**config.mk**
```make
export PLATFORM = sky130hd
export DESIGN_NAME = npu_sigmoid_sched
export DESIGN_NICKNAME = d
export VERILOG_FILES = /design/src/rtl/npu_sigmoid_sched.sv
export SDC_FILE = /design/constraint.sdc
export NUM_CORES = 1
export LEC_CHECK = 0
export BUFFER_PORTS_ARGS = -buffer_cell sky130_fd_sc_hd__buf_2
export CAP_MARGIN = 10
export CORE_AREA = 2 2 234 236
export DETAILED_ROUTE_END_ITERATION = 6
export DIE_AREA = 0 0 236 238
export PLACE_DENSITY_LB_ADDON = 0.12
export SLEW_MARGIN = 0
export SYNTH_ARGS = -nofsm -noshare
export SYNTH_HDL_FRONTEND = slang
export SYNTH_SLANG_ARGS = --single-unit
```
**constraint.sdc**
```tcl
create_clock -name CLK -period 6.6 [get_ports CLK]
set_input_delay 1.32 -clock CLK [delete_from_list [all_inputs] [get_ports CLK]]
set_output_delay 1.32 -clock CLK [all_outputs]
set_load 0.01 [all_outputs]
```
**src/rtl/npu_sigmoid_sched.sv**
```systemverilog
// Round-robin scheduler sharing one sigmoid unit across NUM_PE PEs; define NPU_SIGMOID_SCHED_STATS_EN for stall/issue counters.
// Latency: fixed 3 cycles from grant to FIFO write strobe; layer_done follows once the pipeline has drained.
// Backpressure: a PE is granted only while its destination FIFO is not almost-full; ops in flight never stall.
module npu_sigmoid_sched #(
    parameter int NUM_PE   = 8,
    parameter int PE_IDX_W = 3
) (
    input  logic                   CLK,
    input  logic                   npu_rst_n,
    input  logic                   cfg_start,
    input  logic [15:0]            cfg_op_count,
    input  logic [NUM_PE-1:0]      pe_req,
    input  logic [48*NUM_PE-1:0]   pe_data,
    input  logic [2*NUM_PE-1:0]    pe_func_sel,
    input  logic [NUM_PE-1:0]      pe_dest,
    output logic [NUM_PE-1:0]      pe_grant,
    output logic [47:0]            npu_sigmoid_din,
    output logic [1:0]             npu_sched_sigmoid_function_sel,
    input  logic [15:0]            npu_sigmoid_dout,
    input  logic                   sig_fifo_afull,
    input  logic                   out_fifo_afull,
    output logic                   sig_fifo_wr,
    output logic                   out_fifo_wr,
    output logic [15:0]            fifo_wdata,
    output logic [PE_IDX_W-1:0]    fifo_wtag,
    output logic                   sched_busy,
    output logic                   layer_done,
    output logic [31:0]            stat_stall_cycles,
    output logic [31:0]            stat_issued
);

    typedef enum logic [1:0] {IDLE, RUN, DRAIN, DONE} state_t;

    state_t                state_q, state_d;
    logic [PE_IDX_W-1:0]   rr_ptr_q, rr_ptr_d;
    logic [15:0]           op_count_q, op_count_d;
    logic [15:0]           issued_q, issued_d;

    logic                  s1_vld_q, s1_vld_d;
    logic [47:0]           din_q, din_d;
    logic [1:0]            s1_sel_q, s1_sel_d;
    logic                  s1_dest_q, s1_dest_d;
    logic [PE_IDX_W-1:0]   s1_tag_q, s1_tag_d;

    logic                  s2_vld_q, s2_vld_d;
    logic [1:0]            fsel_q, fsel_d;
    logic                  s2_dest_q, s2_dest_d;
    logic [PE_IDX_W-1:0]   s2_tag_q, s2_tag_d;

    logic                  sig_wr_q, sig_wr_d;
    logic                  out_wr_q, out_wr_d;
    logic [15:0]           wdata_q, wdata_d;
    logic [PE_IDX_W-1:0]   wtag_q, wtag_d;

    logic [NUM_PE-1:0]     eligible;
    logic                  found;
    logic [PE_IDX_W-1:0]   winner;
    logic [PE_IDX_W-1:0]   idx_w;
    int                    idx;
    logic                  xfer;
    logic                  start_acc;
    logic [47:0]           win_data;
    logic [1:0]            win_sel;
    logic                  win_dest;

    // Rotating priority search starting at rr_ptr, wrapping at NUM_PE.
    always_comb begin
        eligible = '0;
        found    = 1'b0;
        winner   = '0;
        idx      = 0;
        idx_w    = '0;
        for (int i = 0; i < NUM_PE; i++)
            eligible[i] = pe_req[i] & ~(pe_dest[i] ? out_fifo_afull : sig_fifo_afull);
        for (int k = 0; k < NUM_PE; k++) begin
            idx = int'(rr_ptr_q) + k;
            if (idx >= NUM_PE)
                idx = idx - NUM_PE;
            idx_w = idx[PE_IDX_W-1:0];
            if (!found && eligible[idx_w]) begin
                found  = 1'b1;
                winner = idx_w;
            end
        end
        xfer     = (state_q == RUN) && found;
        pe_grant = '0;
        if (xfer)
            pe_grant[winner] = 1'b1;
    end

    always_comb begin
        win_data = '0;
        win_sel  = '0;
        win_dest = 1'b0;
        for (int i = 0; i < NUM_PE; i++) begin
            if (winner == PE_IDX_W'(i)) begin
                win_data = pe_data[48*i +: 48];
                win_sel  = pe_func_sel[2*i +: 2];
                win_dest = pe_dest[i];
            end
        end
    end

    always_comb begin
        state_d    = state_q;
        op_count_d = op_count_q;
        issued_d   = issued_q;
        rr_ptr_d   = rr_ptr_q;
        start_acc  = (state_q == IDLE) && cfg_start;

        case (state_q)
            IDLE: begin
                if (cfg_start) begin
                    op_count_d = cfg_op_count;
                    issued_d   = '0;
                    state_d    = (cfg_op_count == 16'd0) ? DONE : RUN;
                end
            end
            RUN: begin
                if (xfer && (issued_q + 16'd1 == op_count_q))
                    state_d = DRAIN;
            end
            // S3 retires on the same edge, so S1/S2 empty means nothing is left after it.
            DRAIN: begin
                if (!s1_vld_q && !s2_vld_q)
                    state_d = DONE;
            end
            DONE:    state_d = IDLE;
            default: state_d = IDLE;
        endcase

        if (xfer) begin
            issued_d = issued_q + 16'd1;
            rr_ptr_d = (winner == PE_IDX_W'(NUM_PE - 1)) ? '0 : winner + 1'b1;
        end
    end

    always_comb begin
        s1_vld_d  = xfer;
        din_d     = xfer ? win_data : din_q;
        s1_sel_d  = xfer ? win_sel  : s1_sel_q;
        s1_dest_d = xfer ? win_dest : s1_dest_q;
        s1_tag_d  = xfer ? winner   : s1_tag_q;

        s2_vld_d  = s1_vld_q;
        fsel_d    = s1_vld_q ? s1_sel_q : 2'd3;
        s2_dest_d = s1_dest_q;
        s2_tag_d  = s1_tag_q;

        sig_wr_d  = s2_vld_q && !s2_dest_q;
        out_wr_d  = s2_vld_q &&  s2_dest_q;
        wdata_d   = s2_vld_q ? npu_sigmoid_dout : wdata_q;
        wtag_d    = s2_vld_q ? s2_tag_q : wtag_q;
    end

    always_ff @(posedge CLK or negedge npu_rst_n) begin
        if (!npu_rst_n) begin
            state_q    <= IDLE;
            rr_ptr_q   <= '0;
            op_count_q <= '0;
            issued_q   <= '0;
            s1_vld_q   <= 1'b0;
            din_q      <= '0;
            s1_sel_q   <= '0;
            s1_dest_q  <= 1'b0;
            s1_tag_q   <= '0;
            s2_vld_q   <= 1'b0;
            fsel_q     <= 2'd3;
            s2_dest_q  <= 1'b0;
            s2_tag_q   <= '0;
            sig_wr_q   <= 1'b0;
            out_wr_q   <= 1'b0;
            wdata_q    <= '0;
            wtag_q     <= '0;
        end else begin
            state_q    <= state_d;
            rr_ptr_q   <= rr_ptr_d;
            op_count_q <= op_count_d;
            issued_q   <= issued_d;
            s1_vld_q   <= s1_vld_d;
            din_q      <= din_d;
            s1_sel_q   <= s1_sel_d;
            s1_dest_q  <= s1_dest_d;
            s1_tag_q   <= s1_tag_d;
            s2_vld_q   <= s2_vld_d;
            fsel_q     <= fsel_d;
            s2_dest_q  <= s2_dest_d;
            s2_tag_q   <= s2_tag_d;
            sig_wr_q   <= sig_wr_d;
            out_wr_q   <= out_wr_d;
            wdata_q    <= wdata_d;
            wtag_q     <= wtag_d;
        end
    end

    assign npu_sigmoid_din                = din_q;
    assign npu_sched_sigmoid_function_sel = fsel_q;
    assign sig_fifo_wr                    = sig_wr_q;
    assign out_fifo_wr                    = out_wr_q;
    assign fifo_wdata                     = wdata_q;
    assign fifo_wtag                      = wtag_q;
    assign sched_busy                     = (state_q != IDLE);
    assign layer_done                     = (state_q == DONE);

`ifdef NPU_SIGMOID_SCHED_STATS_EN
    logic [31:0] stall_q, stall_d;
    logic [31:0] issued_cnt_q, issued_cnt_d;

    always_comb begin
        stall_d      = stall_q;
        issued_cnt_d = issued_cnt_q;
        if (start_acc) begin
            stall_d      = '0;
            issued_cnt_d = '0;
        end else begin
            if ((state_q == RUN) && (|pe_req) && !xfer && (stall_q != 32'hFFFF_FFFF))
                stall_d = stall_q + 32'd1;
            if (xfer && (issued_cnt_q != 32'hFFFF_FFFF))
                issued_cnt_d = issued_cnt_q + 32'd1;
        end
    end

    always_ff @(posedge CLK or negedge npu_rst_n) begin
        if (!npu_rst_n) begin
            stall_q      <= '0;
            issued_cnt_q <= '0;
        end else begin
            stall_q      <= stall_d;
            issued_cnt_q <= issued_cnt_d;
        end
    end

    assign stat_stall_cycles = stall_q;
    assign stat_issued       = issued_cnt_q;
`else
    logic unused_start_acc;
    assign unused_start_acc  = start_acc;
    assign stat_stall_cycles = '0;
    assign stat_issued       = '0;
`endif

endmodule

```
==> results.ini <==
[floorplan]
die_h_um=238
std_cell_rows=85
dieWidth_um=236
initial_core_util_pct=20.8
core_sq_mm=0.0535
pin_count=598
fp.dieArea_sq_mm=0.0562

[timing]
pin_slew_with_the_least_headroom_to_its_limit_ns=1.00
final_hold_viol_count=0
max_slew_headroom_at_the_worst_pin_pct=33.0
maximum_clock_rate_ghz=0.163
finalMaxSlewViolations=0
grt_setup_unrepaired=no
fin_skew_ns=0.0132
fin_setup_tns_ns=0
min_period_over_period_pct=92.8
number_of_endpoints_failing_setup_at_the_final_stage=0
timing.hold.ws_ns=0.383
shortest_clock_period_the_worst_path_allows_after_layout_ns=6.12

[synthesis]
synth-edff-count=0
yosys_warnings=0
ys_async_sr_fraction_pct=100
synth_sequential_area_ratio_pct=27.1
synth_cell_type_count=75
yosys_register_bits=120
syn_area_per_cell_sq_um=8.43
syn-instance-count=1317
ys_dominant_reg_cell=sky130_fd_sc_hd__dfrtp_1
syn-cell-area_sq_mm=0.0111

[clocking]
post_cts_hold_buffer_count=0
later_pin_clock_latency_in_the_skew_report_ns=0.48
cts_tree=done
cts_setup_buffers=0
htree_levels=4
cts_sinks=120
worst_setup_hold_path_clk_slew_ns=0.06
clock-root-buffer=sky130_fd_sc_hd__clkbuf_16
total_clock_buffers_created_by_cts=17
cts_max_path_buffers=2
postCtsResizedCells=0

[worst_setup_path]
worstSetupStartpointType=input pin
timing.setup.critical_path_class=input pin to output port
critical_path_required_ns=5.28
cp-end-kind=output port
r2r_slack_ns=1.04
worstPathArrival_ns=4.80
critical_path_peak_fanout=16

[final_layout]
ratio_of_cells_with_drive_above_1_in_the_final_layout_pct=38.2
final_cell_count_no_fill=2484
layout.filler_cells=5911
fin_nets=2233
synthToLayoutAreaGrowth_pct=33.8

[place]
gpl.final_weighted_congestion=0.839
placed_wire_length_estimate_um=45000
io_buffers=533
placed_cells_incl_taps=2446

[global_routing]
grt_antenna_before_repair=18
grt_first_pass_wirelength_um=88000
first_global_vias=12800
global_route_usage_over_all_layers_pct=21.2
grt_start_max_net_pins=103
grt_remaining_overflow=0

[detailed_routing]
viasPerCell=5.17
route.antenna.remaining_nets=0
drt_wl_total_um=61800
dr.first_iter.drc_count=796
drtPass1Iterations=5
drc=0
num_vias=12800
avgRoutedWirePerCell_um=24.9

[status]
run_status=finished, final reports clean

[job]
cap_violations=0

[hold_path]
holdCritPathClass=flop to flop

[stage by stage]
stage,utilization [%],instance area (sq um),setup slack [ns]
after detailed placement,26.6,14200,0.568
after CTS,27.7,14800,0.493
after global placement,26.6,14200,0.593
after global routing,27.8,14900,0.307
after floorplan,-,11300,1.36
final,27.8,14900,0.476
[cells in the mapped netlist, drive strengths merged (3+ instances only)]
master	instances	share of area, %
a211oi	3	0.25
a21o	53	3.6
a21oi	110	5.0
a22o	50	3.9
a22oi	52	3.5
a311oi	51	4.0
a31oi	53	3.0
a32oi	5	0.46
and2	10	0.59
and3	7	0.39
buf	104	6.5
clkbuf	90	3.0
dfrtp	118	27
ha	11	1.2
inv	70	2.4
mux2	46	4.7
mux2i	11	0.99
mux4	7	1.4
nand2	104	3.5
nand2b	10	0.56
nand3	11	0.50
nand4	5	0.28
nor2	24	0.81
nor2b	7	0.39
nor3	7	0.32
nor4	7	0.53
o211ai	6	0.41
o21a	6	0.41
o21ai	39	1.9
o221ai	6	0.53
o22ai	59	3.3
o2bb2ai	50	3.9
o31ai	5	0.34
o32ai	8	0.94
or2	5	0.28
or4b	51	4.6
xnor2	24	1.9
xor2	7	0.55
[critical path, stage by stage]
cell and delay, ns:
sky130_fd_sc_hd__buf_2 0.19, sky130_fd_sc_hd__mux2_2 0.31, sky130_fd_sc_hd__o32ai_1 0.61, sky130_fd_sc_hd__o22ai_1 0.25
sky130_fd_sc_hd__or2_1 0.32, sky130_fd_sc_hd__o21a_1 0.14, sky130_fd_sc_hd__and4_1 0.23, sky130_fd_sc_hd__o21ba_2 0.22
sky130_fd_sc_hd__nor2_1 0.38, sky130_fd_sc_hd__inv_1 0.18, sky130_fd_sc_hd__nor3_1 0.43, sky130_fd_sc_hd__buf_2 0.22
[cells by family (layout without fill, tap and decap cells)]
group / count (synthesis) / count (layout) / share of synthesized area, %
xor gates and xnor gates: 31 / 31 / 2.45
AOI/OAI and AO/OA: 572 / 572 / 37.0
and+or+nand+nor: 252 / 252 / 13.1
DFF: 120 / 120 / 27.1
adders and majority gates: 11 / 11 / 1.24
other: 1 / 70 / 0.0338
buffers and inverters: 266 / 668 / 12.0
muxes: 64 / 64 / 7.11
[cell type report]
cell class	instances	area (sq um)	share of cell area [%]
antenna	6	15.0	0.101
sequential	120	3010	20.2
inverter	72	272	1.83
clock inverter	12	141	0.952
timing repair buffer	564	2990	20.2
multi-input combinational	994	7090	47.7
tap	696	871	5.86
clock buffer	20	467	3.14
[registers in the layout, indices dropped and copies added, names as in the netlist]
register	flops
sig_fifo_wr	1
npu_sched_sigmoid_function_sel	2
issued_q	16
fifo_wtag	3
s2_tag_q	3
s2_vld_q	1
state_q	2
s1_tag_q	3
npu_sigmoid_din	48
op_count_q	16
rr_ptr_q	3
out_fifo_wr	1
fifo_wdata	16
s1_vld_q	1
s2_dest_q	1
s1_sel_q	2
s1_dest_q	1
[layer usage]
| metal | GRT usage, % | part of all wire [%] | up-vias |
|---|---|---|---|
| met4 | 6.45 | 2.2 | 6 |
| met2 | 34.6 | 48 | 568 |
| met3 | 4.04 | 5.6 | 81 |
| met5 | 0 | 0.057 | - |
| li1 | - | - | 5852 |
| met1 | 28.3 | 44 | 6339 |
[layout by cell type, fill, tap and decap left out, drive strengths merged, types with 8 or more instances in the layout]
cell,n
buf,564
clkbuf,20
nor2,24
a22oi,52
o21ai,39
o32ai,8
ha,11
nand2,104
or4b,51
a31oi,53
mux2,46
a21o,53
mux2i,11
dfrtp,118
o2bb2ai,50
nand3,11
nand2b,10
conb,64
a311oi,51
xnor2,24
inv,72
o22ai,59
a21oi,110
a22o,50
and2,10
[path summary, 6_finish.rpt]
| check | from | end | depth (start not counted) |
|---|---|---|---|
| max in group asynchronous | npu_rst_n | issued_q[15] | 2 |
| worst max register to register | rr_ptr_q[1] | npu_sigmoid_din[46] | 18 |
| worst min register to register | s1_tag_q[1] | s2_tag_q[1] | 0 |
| worst min-delay path | s1_tag_q[1] | s2_tag_q[1] | 0 |
| min in group asynchronous | npu_rst_n | fifo_wdata[0] | 1 |
| worst max-delay path | sig_fifo_afull | pe_grant[2] | 12 |
Power is left out: the tool's default activity adds up to more than one toggle a clock period on the data nets, which glitch-free logic cannot reach.
